===== config.mk =====
export PLATFORM = sky130hd
export DESIGN_NAME = game_sequencer
export DESIGN_NICKNAME = d
export VERILOG_FILES = /design/src/rtl/game_sequencer.sv
export SDC_FILE = /design/constraint.sdc
export NUM_CORES = 1
export LEC_CHECK = 0
export BUFFER_PORTS_ARGS = -buffer_cell sky130_fd_sc_hd__buf_4
export CAP_MARGIN = 20
export CORE_ASPECT_RATIO = 1.5
export CORE_MARGIN = 4
export CORE_UTILIZATION = 26
export CTS_BUF_LIST = sky130_fd_sc_hd__clkbuf_2 sky130_fd_sc_hd__clkbuf_4 sky130_fd_sc_hd__clkbuf_8
export DETAILED_ROUTE_END_ITERATION = 8
export PLACE_DENSITY = 0.49
export SETUP_SLACK_MARGIN = 0.05
export SLEW_MARGIN = 0
export SYNTH_ARGS = -nofsm -noshare
export SYNTH_HDL_FRONTEND = slang
export SYNTH_SLANG_ARGS = --single-unit

===== constraint.sdc =====
create_clock -name clk -period 4.45 [get_ports clk]
set_input_delay 0.6675 -clock clk [delete_from_list [all_inputs] [get_ports clk]]
set_output_delay 0.6675 -clock clk [all_outputs]
set_load 0.05 [all_outputs]

===== src/rtl/game_sequencer.sv =====
// Game-flow controller for the LED-matrix Flappy Bird: sequences idle, countdown,
// play, dying and game-over, and produces the datapath tick enables.
module game_sequencer #(
  parameter int SEC_PERIOD   = 50_000_000,
  parameter int COUNT_SECS   = 3,
  parameter int GRAV_PERIOD  = 6_250_000,
  parameter int PIPE_BASE    = 12_500_000,
  parameter int PIPE_STEP    = 1_000_000,
  parameter int PIPE_MIN     = 4_000_000,
  parameter int GEN_RATIO    = 4,
  parameter int LVL_SHIFT    = 3,
  parameter int DYING_CYCLES = 25_000_000
) (
  input  logic       clk,
  input  logic       reset,
  input  logic       tap,
  input  logic       hit,
  input  logic [9:0] score,
  output logic       grav_tick,
  output logic       pipe_tick,
  output logic       gen_tick,
  output logic       flap,
  output logic       clear_field,
  output logic       gameover,
  output logic       freeze,
  output logic [3:0] countdown,
  output logic [3:0] level,
  output logic [2:0] state
);

  localparam int SW = $clog2(SEC_PERIOD) + 1;
  localparam int GW = $clog2(GRAV_PERIOD) + 1;
  localparam int PW = $clog2(PIPE_BASE) + 1;
  localparam int RW = $clog2(GEN_RATIO) + 1;
  localparam int DW = $clog2(DYING_CYCLES) + 1;

  localparam logic [SW-1:0] SEC_LAST  = SW'(SEC_PERIOD - 1);
  localparam logic [GW-1:0] GRAV_LAST = GW'(GRAV_PERIOD - 1);
  localparam logic [RW-1:0] GEN_LAST  = RW'(GEN_RATIO - 1);
  localparam logic [DW-1:0] DY_LAST   = DW'(DYING_CYCLES - 1);

  typedef enum logic [2:0] {
    S_IDLE  = 3'd0,
    S_COUNT = 3'd1,
    S_PLAY  = 3'd2,
    S_DYING = 3'd3,
    S_OVER  = 3'd4
  } state_t;

  state_t        st;
  logic [SW-1:0] sec_cnt;
  logic [GW-1:0] grav_cnt;
  logic [PW-1:0] pipe_cnt;
  logic [PW-1:0] cur_period;
  logic [RW-1:0] gen_cnt;
  logic [DW-1:0] dy_cnt;
  logic [9:0]    lvl_raw;

  // Signed arithmetic so a large level cannot wrap the period past the floor.
  function automatic logic [PW-1:0] period_for(input logic [3:0] lv);
    int red;
    red = int'(lv) * PIPE_STEP;
    if (PIPE_BASE - red < PIPE_MIN) return PW'(PIPE_MIN);
    else return PW'(PIPE_BASE - red);
  endfunction

  assign state     = st;
  assign lvl_raw   = score >> LVL_SHIFT;
  assign grav_tick = (st == S_PLAY) && (grav_cnt == GRAV_LAST);
  assign pipe_tick = (st == S_PLAY) && (pipe_cnt == cur_period - PW'(1));
  assign gen_tick  = pipe_tick && (gen_cnt == GEN_LAST);

  always_ff @(posedge clk or negedge reset) begin
    if (!reset) begin
      st          <= S_IDLE;
      sec_cnt     <= '0;
      grav_cnt    <= '0;
      pipe_cnt    <= '0;
      cur_period  <= '0;
      gen_cnt     <= '0;
      dy_cnt      <= '0;
      flap        <= 1'b0;
      clear_field <= 1'b0;
      gameover    <= 1'b0;
      freeze      <= 1'b0;
      countdown   <= 4'd0;
      level       <= 4'd0;
    end else begin
      clear_field <= 1'b0;
      flap        <= 1'b0;
      level       <= (lvl_raw > 10'd15) ? 4'd15 : lvl_raw[3:0];
      case (st)
        S_IDLE, S_OVER: begin
          if (tap) begin
            st          <= S_COUNT;
            clear_field <= 1'b1;
            countdown   <= 4'(COUNT_SECS);
            sec_cnt     <= '0;
            gameover    <= 1'b0;
          end
        end
        S_COUNT: begin
          if (sec_cnt == SEC_LAST) begin
            sec_cnt <= '0;
            if (countdown == 4'd1) begin
              st         <= S_PLAY;
              countdown  <= 4'd0;
              grav_cnt   <= '0;
              pipe_cnt   <= '0;
              gen_cnt    <= '0;
              cur_period <= period_for(level);
            end else begin
              countdown <= countdown - 4'd1;
            end
          end else begin
            sec_cnt <= sec_cnt + SW'(1);
          end
        end
        S_PLAY: begin
          flap     <= tap && !hit;
          grav_cnt <= grav_tick ? '0 : grav_cnt + GW'(1);
          // The period is only reloaded at an interval boundary.
          if (pipe_tick) begin
            pipe_cnt   <= '0;
            cur_period <= period_for(level);
            gen_cnt    <= (gen_cnt == GEN_LAST) ? '0 : gen_cnt + RW'(1);
          end else begin
            pipe_cnt <= pipe_cnt + PW'(1);
          end
          if (hit) begin
            st     <= S_DYING;
            freeze <= 1'b1;
            dy_cnt <= '0;
          end
        end
        S_DYING: begin
          if (dy_cnt == DY_LAST) begin
            st       <= S_OVER;
            freeze   <= 1'b0;
            gameover <= 1'b1;
          end else begin
            dy_cnt <= dy_cnt + DW'(1);
          end
        end
        default: st <= S_IDLE;
      endcase
    end
  end

endmodule


# After elaboration in Yosys (flattened, before gate mapping)
# Cells that the tools add are included.
classes:
  addsub: 8
  n_mul: 1
  n_lt_le_gt_ge: 2
  eq_ne: 17
  mux: 44
  reduce_logical: 19
ops:
  columns: ["op", "count"]
  rows:
  - ["25-bit 2-to-1 mux", 7]
  - ["25-bit one-hot mux with 2 select lines", 2]
  - ["24-bit 2-to-1 mux", 3]
  - ["27-bit 2-to-1 mux", 2]
  - ["27-bit one-hot mux with 2 select lines", 1]
  - ["26-bit 2-to-1 mux", 2]
  - ["26-bit one-hot mux with 2 select lines", 1]
  - ["24-bit one-hot mux with 2 select lines", 1]
  - ["32-bit by 23-bit < comparator with 1-bit output (second input constant)", 1]
  - ["27-bit by 1-bit adder with 27-bit output (second input constant)", 1]
  - ["27-bit by 26-bit == test with 1-bit output (second input constant)", 1]
  - ["3-bit 2-to-1 mux", 9]
  - ["26-bit by 1-bit adder with 26-bit output (second input constant)", 1]
  - ["26-bit by 25-bit == test with 1-bit output (second input constant)", 1]
  - ["25-bit by 1-bit adder with 25-bit output (second input constant)", 1]
  - ["25-bit == test", 1]
  - ["24-bit by 24-bit subtractor with 25-bit output (first input constant)", 1]
  - ["25-bit by 1-bit subtractor with 25-bit output (second input constant)", 1]
  - ["24-bit by 1-bit adder with 24-bit output (second input constant)", 1]
  - ["24-bit by 23-bit == test with 1-bit output (second input constant)", 1]
  - ["4-bit by 14-bit multiplier with 18-bit output (second input constant)", 1]
  - ["4-bit 2-to-1 mux", 4]
  - ["3-bit AND reduction", 5]
  - ["2-bit != test (second input constant)", 7]
  - ["20 further kinds", 35]
word_totals:
  regBits: 145
  inputBits: 14
  elab_cells: 104

# Depth between registers and ports, before layout
depth:
  ltp_word: 7
  ltp_mapped: 14

# Worst setup path before layout
# OpenSTA, ideal clock, no wires.
synth_timing:
  kind: "register -> register"
  start: "register level[1]"
  end: "register cur_period[6]"
  setup_time_ns: 0.141
  t_arrival_ns: 4.384
  path_slack_ns: -0.075
  path_stages_with_launch: 14
  synth_period_minus_slack_ns: 4.525
  cell_sequence: "dfrtp_1 -> inv_1 -> ha_1 -> fa_1 -> inv_1 -> fa_1 -> xnor2_1 -> nor3b_1 -> nor2b_1 -> and3_1 -> a22oi_1 -> o221ai_1 -> clkbuf_1 -> o22ai_1"
synth_between:
  elab_chain_len: 7
synth_rtl:
  columns: ["item", "line_no", "rtl"]
  rows:
  - ["start, declared", "27", "output logic [3:0] level,"]
  - ["start signal, assigned", "91", "level <= (lvl_raw > 10'd15) ? 4'd15 : lvl_raw[3:0];"]
  - ["4-bit by 14-bit multiplier with 18-bit output (*)", "62", "red = int'(lv) * PIPE_STEP;"]
  - ["24-bit by 24-bit subtractor with 25-bit output (*)", "63", "if (PIPE_BASE - red < PIPE_MIN) return PW'(PIPE_MIN);"]
  - ["32-bit by 23-bit < comparator with 1-bit output (*)", "63", null]
  - ["25-bit 2-to-1 mux (*)", "63", null]
  - ["25-bit 2-to-1 mux", "105", "if (countdown == 4'd1) begin"]
  - ["25-bit 2-to-1 mux", "103", "if (sec_cnt == SEC_LAST) begin"]
  - ["25-bit one-hot mux with 2 select lines (*)", "92", "case (st)"]
  - ["end signal, assigned", "111", "cur_period <= period_for(level);"]
  - ["end signal, assigned", "125", "cur_period <= period_for(level);"]
  - ["end, declared", "54", "logic [PW-1:0] cur_period;"]
# Every way passes the cells marked *; elsewhere a longest branch is shown, timed or not. The select of a mux whose other input is x is not followed.
# A chain may end at the register's enable or synchronous reset.

# Worst setup path after layout
layout_timing:
  start: "register cur_period[6]"
  end: "output port gen_tick"
layout_between:
  elab_chain_len: 4
layout_rtl:
  columns: ["item", "line_no", "rtl"]
  rows:
  - ["25-bit by 1-bit subtractor with 25-bit output", "70", "assign pipe_tick = (st == S_PLAY) && (pipe_cnt == cur_period - PW'(1));"]
  - ["25-bit == test", "70", null]
  - ["1-bit logical AND", "70", null]
  - ["1-bit logical AND", "71", "assign gen_tick = pipe_tick && (gen_cnt == GEN_LAST);"]
  - ["end, declared", "21", "output logic gen_tick,"]
# No other way between the ends.

==> results.sh <==
export IMPL_clock_root_cell="sky130_fd_sc_hd__clkbuf_8"
export IMPL_global_route_wire_length_before_repair_um=38570
export IMPL_critical_path_cell_count=12
export IMPL_grt_setup_unrepaired="true"
export IMPL_syn_area_per_cell_um2=8.813
export IMPL_critical_path_cell_chain="inv_2 -> ha_4 -> or4b_4 -> nand3b_4 -> or3_1 -> a22o_1 -> or4_4 -> a2111oi_4 -> buf_4 -> nand2_4 -> nor2_4 -> buf_8"
export IMPL_path_delay_family="simple AND/OR/NAND/NOR gates"
export IMPL_max_slew_worst_pin_slew_ps=923.4
export IMPL_synth_fp_nets=1028
export IMPL_static_leakage_uw=0.004240
export IMPL_power_per_cell_area_nw_per_um2=279.5
export IMPL_fp_coreArea_um2=32740
export IMPL_drt_iter0_markers=307
export IMPL_ys_types=70
export IMPL_cts_buffers_inserted=17
export IMPL_ys_warnings_count=0
export IMPL_buffer_ports_inserted=28
export IMPL_slowest_delay_ps=530
export IMPL_register_clock_pin_slew_on_the_reported_worst_setup_and_hold_paths_ps=80
export IMPL_worst_ep_arrival_time_ps=3610
export IMPL_p_comb_share_pct=13.6
export IMPL_stdcell_count=1451
export IMPL_floorplan_rows=81
export IMPL_detailed_routing_iteration_count_for_the_pre_antenna_repair_pass=5
export IMPL_yosys_area_share_simple_pct=24.61
export IMPL_worstSkewPairLatency_ps=480
export IMPL_total_nets_final=1069
export IMPL_synth_area_leaders="sky130_fd_sc_hd__dfrtp_1 40%, sky130_fd_sc_hd__xor2_1 5.4%, sky130_fd_sc_hd__nand2_1 5.1%"
export IMPL_die_w_um=157.0
export IMPL_route_vias_total=7360
export IMPL_max_vdd_ir_drop_uv=197.2
export IMPL_synth_main_ff_cell="sky130_fd_sc_hd__dfrtp_1"
export IMPL_ctsHoldBuffers=0
export IMPL_path_class="reg2out"
export IMPL_setup_tns_final_ps=0
export IMPL_hold_violations=0
export IMPL_worstSetupEndpointType="output pin"
export IMPL_post_route_cells_drive_above_1_share_pct=11.78
export IMPL_syn_cell_area_um2=8655
export IMPL_via_density_per_instance=5.072
export IMPL_start_util_pct=26.44
export IMPL_setup_violations_final=0
export IMPL_finClkSkew_ps=15.36
export IMPL_place_congestion=0.7959
export IMPL_period_needed_ps=4281
export IMPL_top_sig_layer="met4"
export IMPL_worst_setup_start_kind="flop"
export IMPL_synth_async_reset_ratio_pct=100.0
export IMPL_required_ps=3780
export IMPL_sw_frac_of_total_pct=28.51
export IMPL_achievable_frequency_ghz=0.2336
export IMPL_grt_pass1_vias=7746
export IMPL_cap_violations=0
export IMPL_final_common_cell="sky130_fd_sc_hd__dfrtp_1"
export IMPL_critical_path_buf_inv_count=3
export IMPL_synth_area_leader_cell="sky130_fd_sc_hd__dfrtp_1"
export IMPL_worstHoldPathType="in2async"
export IMPL_crit_slowest_cell="sky130_fd_sc_hd__or4_4"
export IMPL_most_common_layout_cells="138 x sky130_fd_sc_hd__dfrtp_1, 117 x sky130_fd_sc_hd__nand2_1, 91 x sky130_fd_sc_hd__nor2_1"
export IMPL_cts_max_path_buffers=2
export IMPL_route_detailed_drc=0
export IMPL_period_share_pct=96.20
export IMPL_seq_power_share_pct=48.2
export IMPL_crit_fanout=4
export IMPL_antenna_cells=0
export IMPL_rrSetupSlack_ps=420
export IMPL_met3WireLength_um=467
export IMPL_slew_headroom_pct=38.21
export IMPL_route_detailed_wl_per_inst_um=15.35
export IMPL_flops_latches_synth=140
export IMPL_yosysSeqAreaShare_pct=40.48
export IMPL_grt_max_degree=88
export IMPL_boundaryPins=32
export IMPL_synth_compound_area_share_pct=16.58
export IMPL_met1_length_um=9302
export IMPL_htree_num_levels=4
export IMPL_clock_power_share_pct=38.2
export IMPL_design_die_area_um2=36330
export IMPL_ant_nets=0
export IMPL_dominant_combinational_cell_family_by_area_after_synthesis="simple AND/OR/NAND/NOR gates"
export IMPL_synth_adder_area_share_pct=5.060
export IMPL_area_growth_pct=15.01
export IMPL_met2_wirelength_from_detailed_routing_um=11830
export IMPL_timing_hold_ws_ps=209.4
export IMPL_drt_wl_total_um=22280
export IMPL_antenna_violations_before_repair=0
export IMPL_die_y_um=231.5
export IMPL_synth_cells=982
export IMPL_r2r_cells=14
export IMPL_global_route_usage_total_pct=13.09
export IMPL_post_synth_top_area_fraction_pct=40.48
export IMPL_outcome="completed"
export IMPL_switching_power_uw=792.9
export IMPL_muxShareOfSynthArea_pct=0.9831
export IMPL_area_share_of_xor_xnor_cells_in_the_synthesized_design_pct=8.804
export IMPL_timing_max_transition_violations_final=0
export IMPL_grt_remaining_overflow=0
export IMPL_placed_cells_incl_taps=1412
export IMPL_synth_edf_count=0
export IMPL_dpl_hpwl_um=16020
export IMPL_intPower_uw=1989
export IMPL_cts_sinks=140
export IMPL_cts_tree="done"
## worst register-to-register path: stages (launching register included)
cell and delay [ps]:
sky130_fd_sc_hd__dfrtp_1 400, sky130_fd_sc_hd__inv_2 80, sky130_fd_sc_hd__ha_4 130, sky130_fd_sc_hd__or4b_4 450, sky130_fd_sc_hd__nand3b_4 180, sky130_fd_sc_hd__or3_1 370, sky130_fd_sc_hd__a22o_1 200, sky130_fd_sc_hd__or4_4 530
sky130_fd_sc_hd__a2111oi_4 270, sky130_fd_sc_hd__buf_4 200, sky130_fd_sc_hd__buf_4 120, sky130_fd_sc_hd__buf_4 230, sky130_fd_sc_hd__o21a_1 210, sky130_fd_sc_hd__buf_4 200, sky130_fd_sc_hd__mux2_1 330
## metrics by stage
step	utilization [%]	power, uW	area [um^2]	setup WS (ps)
2_1_floorplan	-	1606	8660	139.3
3_3_place_gp	28.83	1737	9439	209.2
3_5_place_dp	28.83	1741	9439	181.2
4_1_cts	30.18	2824	9878	65.98
5_1_grt	30.41	2937	9953	5.418
6_report	30.41	2781	9953	169.2
## cells by family after synthesis
family,after synthesis
buffers and inverters,75
AOI/OAI and AO/OA,219
adders and majority gates,32
DFF,140
muxes,8
and+or+nand+nor,421
xor gates and xnor gates,87
## final cells by class
type                            instances  area [um^2]
Clock inverter                         11        117.6
Multi-Input combinational cell        767         4916
Tap cell                              415        519.2
Inverter                               35        131.4
Sequential cell                       140         3506
Fill cell                            3464        22780
Clock buffer                           21        282.8
Timing Repair Buffer                   62        480.5
## per-layer routing
layer	global-route usage, %	vias up
met5	0	-
met4	6.540	0
met3	2.223	35
met2	23.59	102
met1	14.65	3606
li1	-	3617
## path summary, 6_finish.rpt
kind | startpoint | end
max in group asynchronous | reset | sec_cnt[10]
setup / recovery | cur_period[6] | gen_tick
min in group clk | tap | state[2]
hold reg to reg | grav_cnt[20] | grav_cnt[20]
hold / removal | reset | dy_cnt[9]
setup reg to reg | cur_period[6] | gen_cnt[1]
## synthesized netlist by cell type (9+ instances only)
cell,n
sky130_fd_sc_hd__or3_1,10
sky130_fd_sc_hd__a21oi_1,32
sky130_fd_sc_hd__xnor2_1,34
sky130_fd_sc_hd__and3_1,19
sky130_fd_sc_hd__nor4_1,14
sky130_fd_sc_hd__nand3_1,40
sky130_fd_sc_hd__o211ai_1,18
sky130_fd_sc_hd__o31ai_1,12
sky130_fd_sc_hd__a31oi_1,13
sky130_fd_sc_hd__nand2_1,118
sky130_fd_sc_hd__ha_1,27
sky130_fd_sc_hd__nor2_1,93
sky130_fd_sc_hd__nand2b_1,14
sky130_fd_sc_hd__inv_1,35
sky130_fd_sc_hd__nand4_1,29
sky130_fd_sc_hd__o21ai_0,76
sky130_fd_sc_hd__dfrtp_1,140
sky130_fd_sc_hd__xor2_1,53
sky130_fd_sc_hd__nor3b_1,9
sky130_fd_sc_hd__and4_1,9
sky130_fd_sc_hd__clkbuf_1,31
sky130_fd_sc_hd__nor3_1,25
## power groups by stage
| stage | clock, uW | sequential (uW) | combinational (uW) |
|---|---|---|---|
| floorplan | 0 | 1370 | 239 |
| global placement | 0 | 1360 | 374 |
| detailed placement | 0 | 1360 | 377 |
| CTS | 1100 | 1340 | 380 |
| global route | 1160 | 1350 | 431 |
| finish | 1060 | 1340 | 378 |
## flip-flops by register name, summed over array words and instances, names as in the netlist
register / cells
level: 4
clear_field: 1
state: 3
flap: 1
gen_cnt: 3
sec_cnt: 27
dy_cnt: 26
cur_period: 20
freeze: 1
grav_cnt: 24
gameover: 1
countdown: 4
pipe_cnt: 25
## what timing repair did
action / CTS / global route
cloned: 0 / 0
pin swaps: 1 / 5
endpoints found under the setup margin: 2 / 19
resized for setup: 5 / 9
buffers inserted: 3 / 4
No activity file was read; power rests on OpenSTA's default activity.
